**config.mk**
```make
export PLATFORM = sky130hd
export DESIGN_NAME = fila_param_flat
export DESIGN_NICKNAME = d
export VERILOG_FILES = /design/src/rtl/fila_param_if.sv /design/src/rtl/fila_param.sv /design/src/flat_wrapper.sv
export SDC_FILE = /design/constraint.sdc
export NUM_CORES = 1
export LEC_CHECK = 0
export BUFFER_PORTS_ARGS = -buffer_cell sky130_fd_sc_hd__buf_2
export CAP_MARGIN = 10
export CORE_MARGIN = 3
export CORE_UTILIZATION = 60
export DETAILED_ROUTE_END_ITERATION = 6
export PLACE_DENSITY = 0.76
export SLEW_MARGIN = 20
export SYNTH_ARGS = -nofsm -noshare
export SYNTH_HDL_FRONTEND = slang
export SYNTH_SLANG_ARGS = --single-unit
```
**constraint.sdc**
```tcl
create_clock -name clk_10KHz -period 6.2 [get_ports clk_10KHz]
set_clock_uncertainty 0.2 [all_clocks]
set_input_delay 0.62 -clock clk_10KHz [delete_from_list [all_inputs] [get_ports clk_10KHz]]
set_output_delay 0.62 -clock clk_10KHz [all_outputs]
set_load 0.02 [all_outputs]
```
**src/rtl/fila_param_if.sv**
```systemverilog
// rtl/fila_param_if.sv - request/flag bundle between the input front end and the FIFO
interface fila_param_if #(
    parameter int WIDTH = 8,
    parameter int DEPTH = 8
) ();
    logic                     clear_in;
    logic [WIDTH-1:0]         data_in;
    logic                     enqueue_in;
    logic                     dequeue_in;
    logic [WIDTH-1:0]         data_out;
    logic                     data_valid;
    logic [$clog2(DEPTH):0]   len_out;
    logic                     full;
    logic                     empty;
    logic                     overflow;
    logic                     underflow;

    modport master (
        output clear_in, data_in, enqueue_in, dequeue_in,
        input  data_out, data_valid, len_out, full, empty, overflow, underflow
    );

    modport slave (
        input  clear_in, data_in, enqueue_in, dequeue_in,
        output data_out, data_valid, len_out, full, empty, overflow, underflow
    );
endinterface

```
**src/rtl/fila_param.sv**
```systemverilog
// rtl/fila_param.sv - parametrised circular-buffer FIFO with edge/level requests and sticky error flags
module fila_param #(
    parameter int WIDTH     = 8,
    parameter int DEPTH     = 8,
    parameter int EDGE_MODE = 1
) (
    input  logic           clk_10KHz,
    input  logic           reset,
    fila_param_if.slave    bus
);
    localparam int AW = $clog2(DEPTH);
    localparam int CW = AW + 1;
    localparam logic [CW-1:0] DEPTH_C = CW'(DEPTH);

    logic [WIDTH-1:0] mem_q [DEPTH];
    logic [WIDTH-1:0] mem_d [DEPTH];
    logic [AW-1:0]    wr_ptr_q, wr_ptr_d;
    logic [AW-1:0]    rd_ptr_q, rd_ptr_d;
    logic [CW-1:0]    count_q, count_d;
    logic [WIDTH-1:0] data_out_q, data_out_d;
    logic             data_valid_q, data_valid_d;
    logic             overflow_q, overflow_d;
    logic             underflow_q, underflow_d;
    logic             enq_q, enq_d;
    logic             deq_q, deq_d;

    logic push_req, pop_req, push_ok, pop_ok;

    always_comb begin
        push_req = bus.enqueue_in;
        pop_req  = bus.dequeue_in;
        if (EDGE_MODE != 0) begin
            push_req = bus.enqueue_in & ~enq_q;
            pop_req  = bus.dequeue_in & ~deq_q;
        end
        pop_ok  = pop_req & (count_q != '0);
        // A full FIFO still takes a push when the same edge frees a slot.
        push_ok = push_req & ((count_q < DEPTH_C) | pop_ok);
    end

    always_comb begin
        mem_d        = mem_q;
        wr_ptr_d     = wr_ptr_q;
        rd_ptr_d     = rd_ptr_q;
        count_d      = count_q;
        data_out_d   = data_out_q;
        data_valid_d = 1'b0;
        overflow_d   = overflow_q;
        underflow_d  = underflow_q;
        enq_d        = bus.enqueue_in;
        deq_d        = bus.dequeue_in;

        if (bus.clear_in) begin
            wr_ptr_d    = '0;
            rd_ptr_d    = '0;
            count_d     = '0;
            data_out_d  = '0;
            overflow_d  = 1'b0;
            underflow_d = 1'b0;
        end else begin
            if (push_ok) begin
                mem_d[wr_ptr_q] = bus.data_in;
                wr_ptr_d        = wr_ptr_q + AW'(1);
            end
            if (pop_ok) begin
                data_out_d   = mem_q[rd_ptr_q];
                rd_ptr_d     = rd_ptr_q + AW'(1);
                data_valid_d = 1'b1;
            end
            if (push_req & ~push_ok) begin
                overflow_d = 1'b1;
            end
            if (pop_req & ~pop_ok) begin
                underflow_d = 1'b1;
            end
            case ({push_ok, pop_ok})
                2'b10:   count_d = count_q + CW'(1);
                2'b01:   count_d = count_q - CW'(1);
                default: count_d = count_q;
            endcase
        end
    end

    always_ff @(posedge clk_10KHz or posedge reset) begin
        if (reset) begin
            wr_ptr_q     <= '0;
            rd_ptr_q     <= '0;
            count_q      <= '0;
            data_out_q   <= '0;
            data_valid_q <= 1'b0;
            overflow_q   <= 1'b0;
            underflow_q  <= 1'b0;
            enq_q        <= 1'b0;
            deq_q        <= 1'b0;
        end else begin
            wr_ptr_q     <= wr_ptr_d;
            rd_ptr_q     <= rd_ptr_d;
            count_q      <= count_d;
            data_out_q   <= data_out_d;
            data_valid_q <= data_valid_d;
            overflow_q   <= overflow_d;
            underflow_q  <= underflow_d;
            enq_q        <= enq_d;
            deq_q        <= deq_d;
        end
    end

    // Storage is deliberately left out of reset.
    always_ff @(posedge clk_10KHz) begin
        mem_q <= mem_d;
    end

    assign bus.data_out   = data_out_q;
    assign bus.data_valid = data_valid_q;
    assign bus.len_out    = count_q;
    assign bus.full       = (count_q == DEPTH_C);
    assign bus.empty      = (count_q == '0);
    assign bus.overflow   = overflow_q;
    assign bus.underflow  = underflow_q;
endmodule

```
**src/flat_wrapper.sv**
```systemverilog
// flat-port wrapper written by rule: the top's interface ports become plain ports
module fila_param_flat 
#(
    parameter int WIDTH     = 8,
    parameter int DEPTH     = 8,
    parameter int EDGE_MODE = 1
)
  (clk_10KHz, reset, bus_clear_in, bus_data_in, bus_enqueue_in, bus_dequeue_in, bus_data_out, bus_data_valid, bus_len_out, bus_full, bus_empty, bus_overflow, bus_underflow);
  fila_param_if #(.WIDTH(WIDTH), .DEPTH(DEPTH)) bus_i ();
  input  logic clk_10KHz;
  input  logic reset;
  input wire logic [$bits(bus_i.clear_in)-1:0] bus_clear_in;
  input wire logic [$bits(bus_i.data_in)-1:0] bus_data_in;
  input wire logic [$bits(bus_i.enqueue_in)-1:0] bus_enqueue_in;
  input wire logic [$bits(bus_i.dequeue_in)-1:0] bus_dequeue_in;
  output wire logic [$bits(bus_i.data_out)-1:0] bus_data_out;
  output wire logic [$bits(bus_i.data_valid)-1:0] bus_data_valid;
  output wire logic [$bits(bus_i.len_out)-1:0] bus_len_out;
  output wire logic [$bits(bus_i.full)-1:0] bus_full;
  output wire logic [$bits(bus_i.empty)-1:0] bus_empty;
  output wire logic [$bits(bus_i.overflow)-1:0] bus_overflow;
  output wire logic [$bits(bus_i.underflow)-1:0] bus_underflow;
  assign bus_i.clear_in = bus_clear_in;
  assign bus_i.data_in = bus_data_in;
  assign bus_i.enqueue_in = bus_enqueue_in;
  assign bus_i.dequeue_in = bus_dequeue_in;
  assign bus_data_out = bus_i.data_out;
  assign bus_data_valid = bus_i.data_valid;
  assign bus_len_out = bus_i.len_out;
  assign bus_full = bus_i.full;
  assign bus_empty = bus_i.empty;
  assign bus_overflow = bus_i.overflow;
  assign bus_underflow = bus_i.underflow;
  fila_param #(.WIDTH(WIDTH), .DEPTH(DEPTH), .EDGE_MODE(EDGE_MODE)) u_core (.clk_10KHz(clk_10KHz), .reset(reset), .bus(bus_i));
endmodule
```
Word-level counts from Yosys, hierarchy flattened --
Index checks and enable logic that the tools add are counted. Widths: inputs -> output; s select.
Word-level totals: flip-flop bits (word level) 87, output and inout bits 17, word-level logic and storage cells 71
Operators by class: add/sub/neg operators 4, $lt $le $gt $ge 4, equal/unequal tests 3, muxes and demuxes 20, bitwise logic cells 14, reduce and logical (&&, ||, !) cells 9
Operators by type and width (number):
- $bwmux 64 | 1
- $mux 8 | 5
- $bmux 8 s3 | 1
- $demux 8 s3 | 1
- $mux 3 | 4
- $ge 4x4->1 const B | 2
- $not 3->4 | 2
- $pmux 4 s2 | 1
- $reduce_bool 2->1 | 4
- $add 3x1->3 const B | 2
- $and 1x1->1 | 6
- $mux 1 | 6
- $not 1->1 | 5
- $add 4x1->4 const B | 1
- $eq 4x4->1 const B | 1
- $logic_not 4->1 | 1
- $lt 4x1->1 const B | 1
- $lt 4x4->1 const B | 1
- $mux 4 | 1
- $reduce_bool 4->1 | 1
- $sub 4x1->4 const B | 1
- $reduce_bool 3->1 | 1
- $eq 2x1->1 const B | 1
- $eq 2x2->1 const B | 1
- other kinds (3) | 3

Logic depth before layout (Yosys ltp) --
Gate-level depths: netlist of the first run.
depth after elaboration 9, gate-level depth with buffers 9

Worst setup path before layout of the first run --
OpenSTA, ideal clock, no wires.
path type input to register, from in bus_dequeue_in, to reg u_core.mem_q[56] (netlist bit), enable pin, setup time 0.385 ns, data arrival time 2.271 ns, data required time 5.615 ns, path slack 3.344 ns, stages on the path 4, path through or2b_2 > a21oi_1 > nor3b_1 > nor3b_1
On the way: longest elaborated chain between the ends 5
RTL lines:
- start: declaration | RTL line flat_wrapper.sv:15 | input wire logic [$bits(bus_i.dequeue_in)-1:0] bus_dequeue_in;
- $and 1x1->1 | RTL line fila_param.sv:34 | pop_req = bus.dequeue_in & ~deq_q;
- $and 1x1->1 | RTL line fila_param.sv:36 | pop_ok = pop_req & (count_q != '0);
- $or 1x1->1 | RTL line fila_param.sv:38 | push_ok = push_req & ((count_q < DEPTH_C) | pop_ok);
- $and 1x1->1 | RTL line fila_param.sv:38
- $reduce_and 2->1 (no source line)
- end signal: assignment | RTL line fila_param.sv:110 | mem_q <= mem_d;
- end: declaration | RTL line fila_param.sv:15 | logic [WIDTH-1:0] mem_q [DEPTH];
Every way passes these cells. A chain may end at the register's enable or synchronous reset.

Worst setup path after layout of the first run --
from reg u_core.enq_q, to reg u_core.mem_q[60] (netlist bit), enable pin
On the way: longest elaborated chain between the ends 4
RTL lines:
- start: declaration | RTL line fila_param.sv:24 | logic enq_q, enq_d;
- start signal: assignment | RTL line fila_param.sv:103 | enq_q <= enq_d;
- $not 1->1 | RTL line fila_param.sv:33 | push_req = bus.enqueue_in & ~enq_q;
- $and 1x1->1 | RTL line fila_param.sv:33
- $and 1x1->1 | RTL line fila_param.sv:38
- $reduce_and 2->1 (no source line)
Every way passes these cells.

==> results of run 1 <==
## area by class of cell
| type | instances | area [um2] | share of cell area |
|---|---|---|---|
| well taps | 72 | 90.09 | 0.02274 |
| clock buffers | 13 | 158.9 | 0.04011 |
| clock inverters | 3 | 17.52 | 0.004422 |
| multi-input cells | 104 | 1027 | 0.2593 |
| flip-flops and latches | 87 | 2499 | 0.6308 |
| repair buffers | 30 | 152.6 | 0.03853 |
| inverters | 3 | 16.27 | 0.004106 |
## worst paths after layout
path                                     start                  end  slack (ps)
hold / removal                  bus_dequeue_in         u_core.deq_q         190
setup reg to reg                  u_core.enq_q     u_core.mem_q[60]        3420
hold reg to reg            u_core.bus.overflow  u_core.bus.overflow         300
setup / recovery                  u_core.enq_q     u_core.mem_q[60]        3420
max in group asynchronous                reset   u_core.rd_ptr_q[0]        4970
min in group asynchronous                reset   u_core.wr_ptr_q[1]         240
## registers in the layout (all words and copies together) (netlist names)
name / count
u_core.mem_q: 64
u_core.bus.data_out: 8
u_core.bus.len_out: 4
u_core.rd_ptr_q: 3
u_core.wr_ptr_q: 3
u_core.bus.data_valid: 1
u_core.bus.overflow: 1
u_core.bus.underflow: 1
u_core.deq_q: 1
u_core.enq_q: 1
## cells by family (layout without fill, tap and decap cells)
| family | Yosys count | after routing |
|---|---|---|
| compound gates | 24 | 24 |
| simple gates | 43 | 43 |
| mux | 27 | 27 |
| buf+inv | 17 | 49 |
| xor+xnor | 6 | 6 |
| fa+ha+maj | 4 | 4 |
| flops | 87 | 87 |
## power by group through the flow
stage                     Clock (mW)  Combinational (mW)  Sequential (mW)
after global routing           0.389               0.256            0.710
after global placement             0               0.229            0.711
final                          0.356               0.236            0.701
after floorplan                    0               0.177            0.713
after CTS                      0.360               0.238            0.702
after detailed placement           0               0.237            0.715
## synth_stat cells
cell type  count  area (um2)
mux2i_1        9       90.09
buf_2          1       5.000
mux4_2        16       360.4
clkinv_4       1       8.760
inv_1          2       7.510
o31a_1         1       8.760
o2111ai_1      1       8.760
nor3b_1        4       30.03
xnor2_1        3       26.28
nor2_4         1       11.26
nand2_1        4       15.01
nand3b_1       1       7.510
nor2_1        19       71.32
nand2b_1       1       6.260
nor4b_1        1       8.760
edfxtp_1      64        1922
o311ai_1       1       8.760
o211a_1        1       10.01
nor3_1         2       10.01
a31oi_4        1       21.27
a221oi_1       1       8.760
buf_6          2       22.52
mux2_1         2       22.52
o31ai_4        1       21.27
a31oi_1        4       25.02
nand3_1        1       5.000
or2b_2         1       8.760
buf_1          3       11.26
a211oi_1       9       67.56
dfrtp_1       23       575.6
xor2_1         3       26.28
a21oi_1        3       15.01
ha_1           4       50.05
nor2b_1        3       18.77
o31ai_1        1       7.510
buf_4          1       7.510
and3b_1        2       17.52
clkbuf_1       6       22.52
and3_1         2       12.51
clkbuf_2       1       5.000
or4_4          1       11.26
## per-stage QoR
step	cells	power, mW	setup WS [ps]
2_1_floorplan	208	0.8899	3344
3_3_place_gp	296	0.9394	2922
3_5_place_dp	296	0.9512	2778
4_1_cts	312	1.299	3009
5_1_grt	312	1.356	3197
6_report	312	1.293	3422
## routing by layer
layer / global-route usage / wire (um) / vias to the layer above
met5: 0 / 0 / -
met4: 0.1272 / 245 / 0
met3: 0.04541 / 408 / 16
met2: 0.3127 / 3121 / 79
met1: 0.2545 / 2529 / 981
li1: - / - / 861
## critical path, stage by stage (launching register included)
cell,delay (ps)
dfrtp_1,380
nand2b_1,350
a21oi_1,420
nor3b_1,410
nor3b_2,650
==> impl_metrics.yaml, run 1 <==
clock_tree:
  cts_root_buf: "clkbuf_8"
  clock_latency_ps: 350
  path_clk_slew_ps: 80
  cts_htree_levels: 3
  cts_resized: 0
  cts_sinks: 87
  cts_buffers: 9
  post_cts_buffers: 0
  postCtsHoldBufs: 0
  cts_tree: "done"
  cts.path.max_buffers: 2
timing:
  finalCriticalPeriod_ps: 2778
  fin_hold_ws_ps: 192.8
  max_freq_mhz: 360.0
  rsz0062_at_grt: "false"
  tightestPinTransition_ps: 868.0
  min_period_over_period: 0.4480
  slew_headroom: 0.4207
  final.setup.tns_ps: 0
  setup_viol: 0
  finalHoldViolCount: 0
  drv_slew: 0
synth:
  ys_seq_area_frac: 0.6938
  synth_xor_area_frac: 0.01460
  syn_area_per_cell_um2: 17.31
  ys_types: 41
  ys_warn_count: 0
  synth_adder_area_share: 0.01390
  synthSimpleGateAreaFrac: 0.06500
  synth.cell_area_mm2: 0.003600
  ys_seq_elements: 87
  synth-compound-area-share: 0.05631
  synth_top_family_by_area: "multiplexers"
  muxShareOfSynthArea: 0.1314
  postSynthCellCount: 208
  synth_fp_nets: 225
placement:
  hpwl_mm: 4.214
  place_area_mm2: 0.003774
  portBuffers: 29
  gp_congestion: 0.8490
power_and_ir_drop:
  p_leak_nw: 1.423
  ir_drop_mv: 0.1868
  power.switching_mw: 0.3665
  power.density_mw_per_mm2: 326.4
  internal-power_mw: 0.9263
  pwr-share-seq: 0.542
  p_clk_frac: 0.276
  p_sw_frac: 0.2835
  combinationalPowerShare: 0.182
setup_path:
  crit_fanout: 10
  arrival_ps: 2560
  worst_ep_required_time_ps: 5980
  worst-setup-path-type: "reg -> reg"
  endpoint_kind: "flip-flop"
  ff2ff_path_depth: 4
  start_kind: "flip-flop"
cells_and_area:
  diodes: 0
  layout-drive-gt1-share: 0.2875
  finish.utilization: 0.7022
  fillers: 366
  fin_nets: 252
  stdcell_area_mm2: 0.003961
  final_common_cell: "edfxtp_1"
  final_cell_mix: "edfxtp_1, buf_2, dfrtp_1"
  synthToLayoutAreaGrowth_pct: 10.05
die:
  start_util: 0.6381
  die_w_um: 83.46
  ios: 30
  dieArea_mm2: 0.006965
  rows: 27
  core_area_mm2: 0.005642
  die_h_um: 83.46
grt:
  grt_usage: 0.2000
  grt_overflow: 0
  grt_first_pass_wirelength_mm: 10.43
  grt_antenna_before_repair: 0
  grt_pass1_vias: 2000
  grt_max_degree: 25
route:
  wirelength_mm: 6.303
  first_iter_violations: 94
  firstDrtPassIters: 4
  vias: 1937
  vias_per_cell: 6.208
  antenna_left: 0
  drc: 0
  wl_per_cell_um: 20.20
min_path:
  hold_path.class: "in -> reg"
  holdPathStages: 1
flow_run:
  max-cap-violations: 0
status:
  outcome: "finished clean"
Note: power is estimated with default switching activity, not from simulation.
==> run 2: changes to the inputs <==
- ABC_AREA: unset -> 1
- CORE_UTILIZATION: 60 -> 53
- PLACE_DENSITY: 0.76 -> 0.71
- clock period: 6.2 -> 2.4 ns (I/O delays scaled with it)
==> run 2 against run 1 <==
Compared with the run above:
- first-iteration DRC count rose by 130%
- count of clock-buffer cells in the layout down 4
- sequential cell count did not move
- critical path type is now in -> reg
==> impl_metrics.yaml, run 2 <==
status:
  outcome: "finished clean"
route:
  wl_per_cell_um: 18.03
  drc: 0
  firstDrtPassIters: 6
  antenna_left: 0
  first_iter_violations: 216
  vias: 2474
  vias_per_cell: 5.767
  wirelength_mm: 7.735
power_and_ir_drop:
  p_leak_nw: 1.658
  combinationalPowerShare: 0.202
  p_clk_frac: 0.276
  power.density_mw_per_mm2: 813.6
  p_sw_frac: 0.3152
  ir_drop_mv: 0.6114
  pwr-share-seq: 0.522
  power.switching_mw: 1.050
  finalPower_mw: 3.331
  internal-power_mw: 2.281
timing:
  min_period_over_period: 0.9097
  finalHoldViolCount: 0
  slew_headroom: 0.4301
  drv_slew: 0
  final.setup.tns_ps: 0
  setup_viol: 0
  rsz0062_at_grt: "false"
  tightestPinTransition_ps: 853.9
  max_freq_mhz: 458.0
  finalCriticalPeriod_ps: 2183
  setup_ws_ps: 216.6
  fin_hold_ws_ps: 10.39
cells_and_area:
  finish.utilization: 0.6374
  layout-drive-gt1-share: 0.1989
  fin_nets: 364
  fin_cells: 429
  largest_reg_flops: 64
  diodes: 0
  final_cell_mix: "edfxtp_1, nor2_1, o21ai_0"
  final_common_cell: "edfxtp_1"
  stdcell_area_mm2: 0.004094
  fillers: 503
  regMostFlops: "u_core.mem_q"
  synthToLayoutAreaGrowth_pct: 15.05
setup_path:
  crit_fanout: 14
  start_kind: "primary input"
  r2r_setup_slack_ps: 370
  max_stage_delay_ps: 520
  ff2ff_path_depth: 8
  crit_chain: "dlygate4sd3_1 -> buf_2 -> inv_1 -> nor2_2 -> nand2_4 -> a21oi_4 -> inv_2 -> nor2_4 -> nand2_2 -> nor2_1 -> buf_4"
  endpoint_kind: "flip-flop"
  r2r-start: "u_core.deq_q"
  slowest_stage: "dlygate4sd3_1"
  worst-setup-path-type: "in -> reg"
  regToRegEndpoint: "u_core.mem_q[4]"
  arrival_ps: 2040
  worst_ep_required_time_ps: 2260
synth:
  yosys.area.top_type: "edfxtp_1"
  synth_adder_area_share: 0.01406
  ys_warn_count: 0
  synth-compound-area-share: 0.1206
  syn_area_per_cell_um2: 11.86
  ys_seq_elements: 87
  synth_top_area_frac: 0.5401
  netlist_top_cells_area: "edfxtp_1, dfrtp_1, o21ai_0"
  synth_commonest_cells: "edfxtp_1, nor2_1, o21ai_0"
  ys_seq_area_frac: 0.7018
  muxShareOfSynthArea: 0
  synthSimpleGateAreaFrac: 0.1245
  synth.cell_area_mm2: 0.003558
  synth_most_common_cell: "edfxtp_1"
  synthFlopType: "edfxtp_1"
  synth_edf_count: 64
  ys_types: 26
  async_reset_ff_frac: 0.2644
  synth_fp_nets: 317
  postSynthCellCount: 300
  synth_top_family_by_area: "simple AND/OR/NAND/NOR gates"
  synth_xor_area_frac: 0.002461
die:
  rows: 29
  core_area_mm2: 0.006422
  die_w_um: 87.94
  dieArea_mm2: 0.007733
  ios: 30
  die_h_um: 87.94
  start_util: 0.5541
clock_tree:
  path_clk_slew_ps: 90
  cts_htree_levels: 3
  cts_tree: "done"
  cts_buffers: 9
  cts_root_buf: "clkbuf_8"
  cts_sinks: 87
  clock_latency_ps: 350
  post_cts_buffers: 0
  cts.path.max_buffers: 2
grt:
  grt_usage: 0.2179
  grt_antenna_before_repair: 0
  grt_overflow: 0
  grt_pass1_vias: 2285
  grt_first_pass_wirelength_mm: 12.19
  grt_max_degree: 34
min_path:
  hold_path.class: "in -> reg"
  min_to: "u_core.mem_q[11]"
  holdPathStages: 1
  hp-start: "bus_data_in[3]"
placement:
  pre_cts_ws_ps: 296.7
  hpwl_mm: 5.438
  place_area_mm2: 0.003854
  gp_congestion: 0.9611
  dp_cells: 407
  portBuffers: 29
flow_run:
  max-cap-violations: 0
[run 2: worst max path at each step]
stage	startpoint	to	slack [ps]
floorplan	u_core.bus.len_out[3]	u_core.mem_q[24]	220
global placement	bus_dequeue_in	u_core.mem_q[33]	330
detailed placement	bus_dequeue_in	u_core.mem_q[21]	300
CTS	bus_dequeue_in	u_core.mem_q[2]	140
global route	bus_dequeue_in	u_core.mem_q[2]	70
finish	bus_dequeue_in	u_core.mem_q[4]	220
[run 2: critical path: cells and delay by family]
family	cells	cell delay, ps
buf+inv	5	910
simple gates	5	700
compound gates	1	190
[run 2: repair_timing]
action | in CTS | in global routing
hold buffers | 5 | 1
setup endpoints to repair | 0 | 39
hold endpoints to repair | 35 | 7
gates resized for setup | 0 | 1
[run 2: cell type report]
cell class	count	area, um2	area share
sequential	87	2497	0.6100
multi-input combinational	179	933.4	0.2280
timing repair buffer	49	310.3	0.07579
clock buffer	9	123.9	0.03026
tap	77	96.34	0.02353
inverter	21	78.83	0.01925
clock inverter	7	53.80	0.01314
[run 2: routing by layer]
layer / share of wire / track usage / up-vias / routed length, um
li1: - / - / 1159 / -
met1: 0.45 / 0.3319 / 1166 / 3471
met2: 0.44 / 0.3089 / 139 / 3415
met3: 0.095 / 0.05080 / 10 / 737
met4: 0.014 / 0.07392 / 0 / 111
met5: 0 / 0 / - / 0
[run 2: logic make-up after synthesis]
family,Yosys count
buf+inv,34
flops,87
xor+xnor,1
simple gates,103
compound gates,71
fa+ha+maj,4
[run 2: power groups by stage]
stage | Sequential (mW) | Clock (mW) | Combinational [mW]
floorplan | 1.83 | 0 | 0.372
global placement | 1.77 | 0 | 0.654
detailed placement | 1.77 | 0 | 0.660
CTS | 1.74 | 0.945 | 0.669
global route | 1.75 | 1.01 | 0.748
finish | 1.74 | 0.921 | 0.672
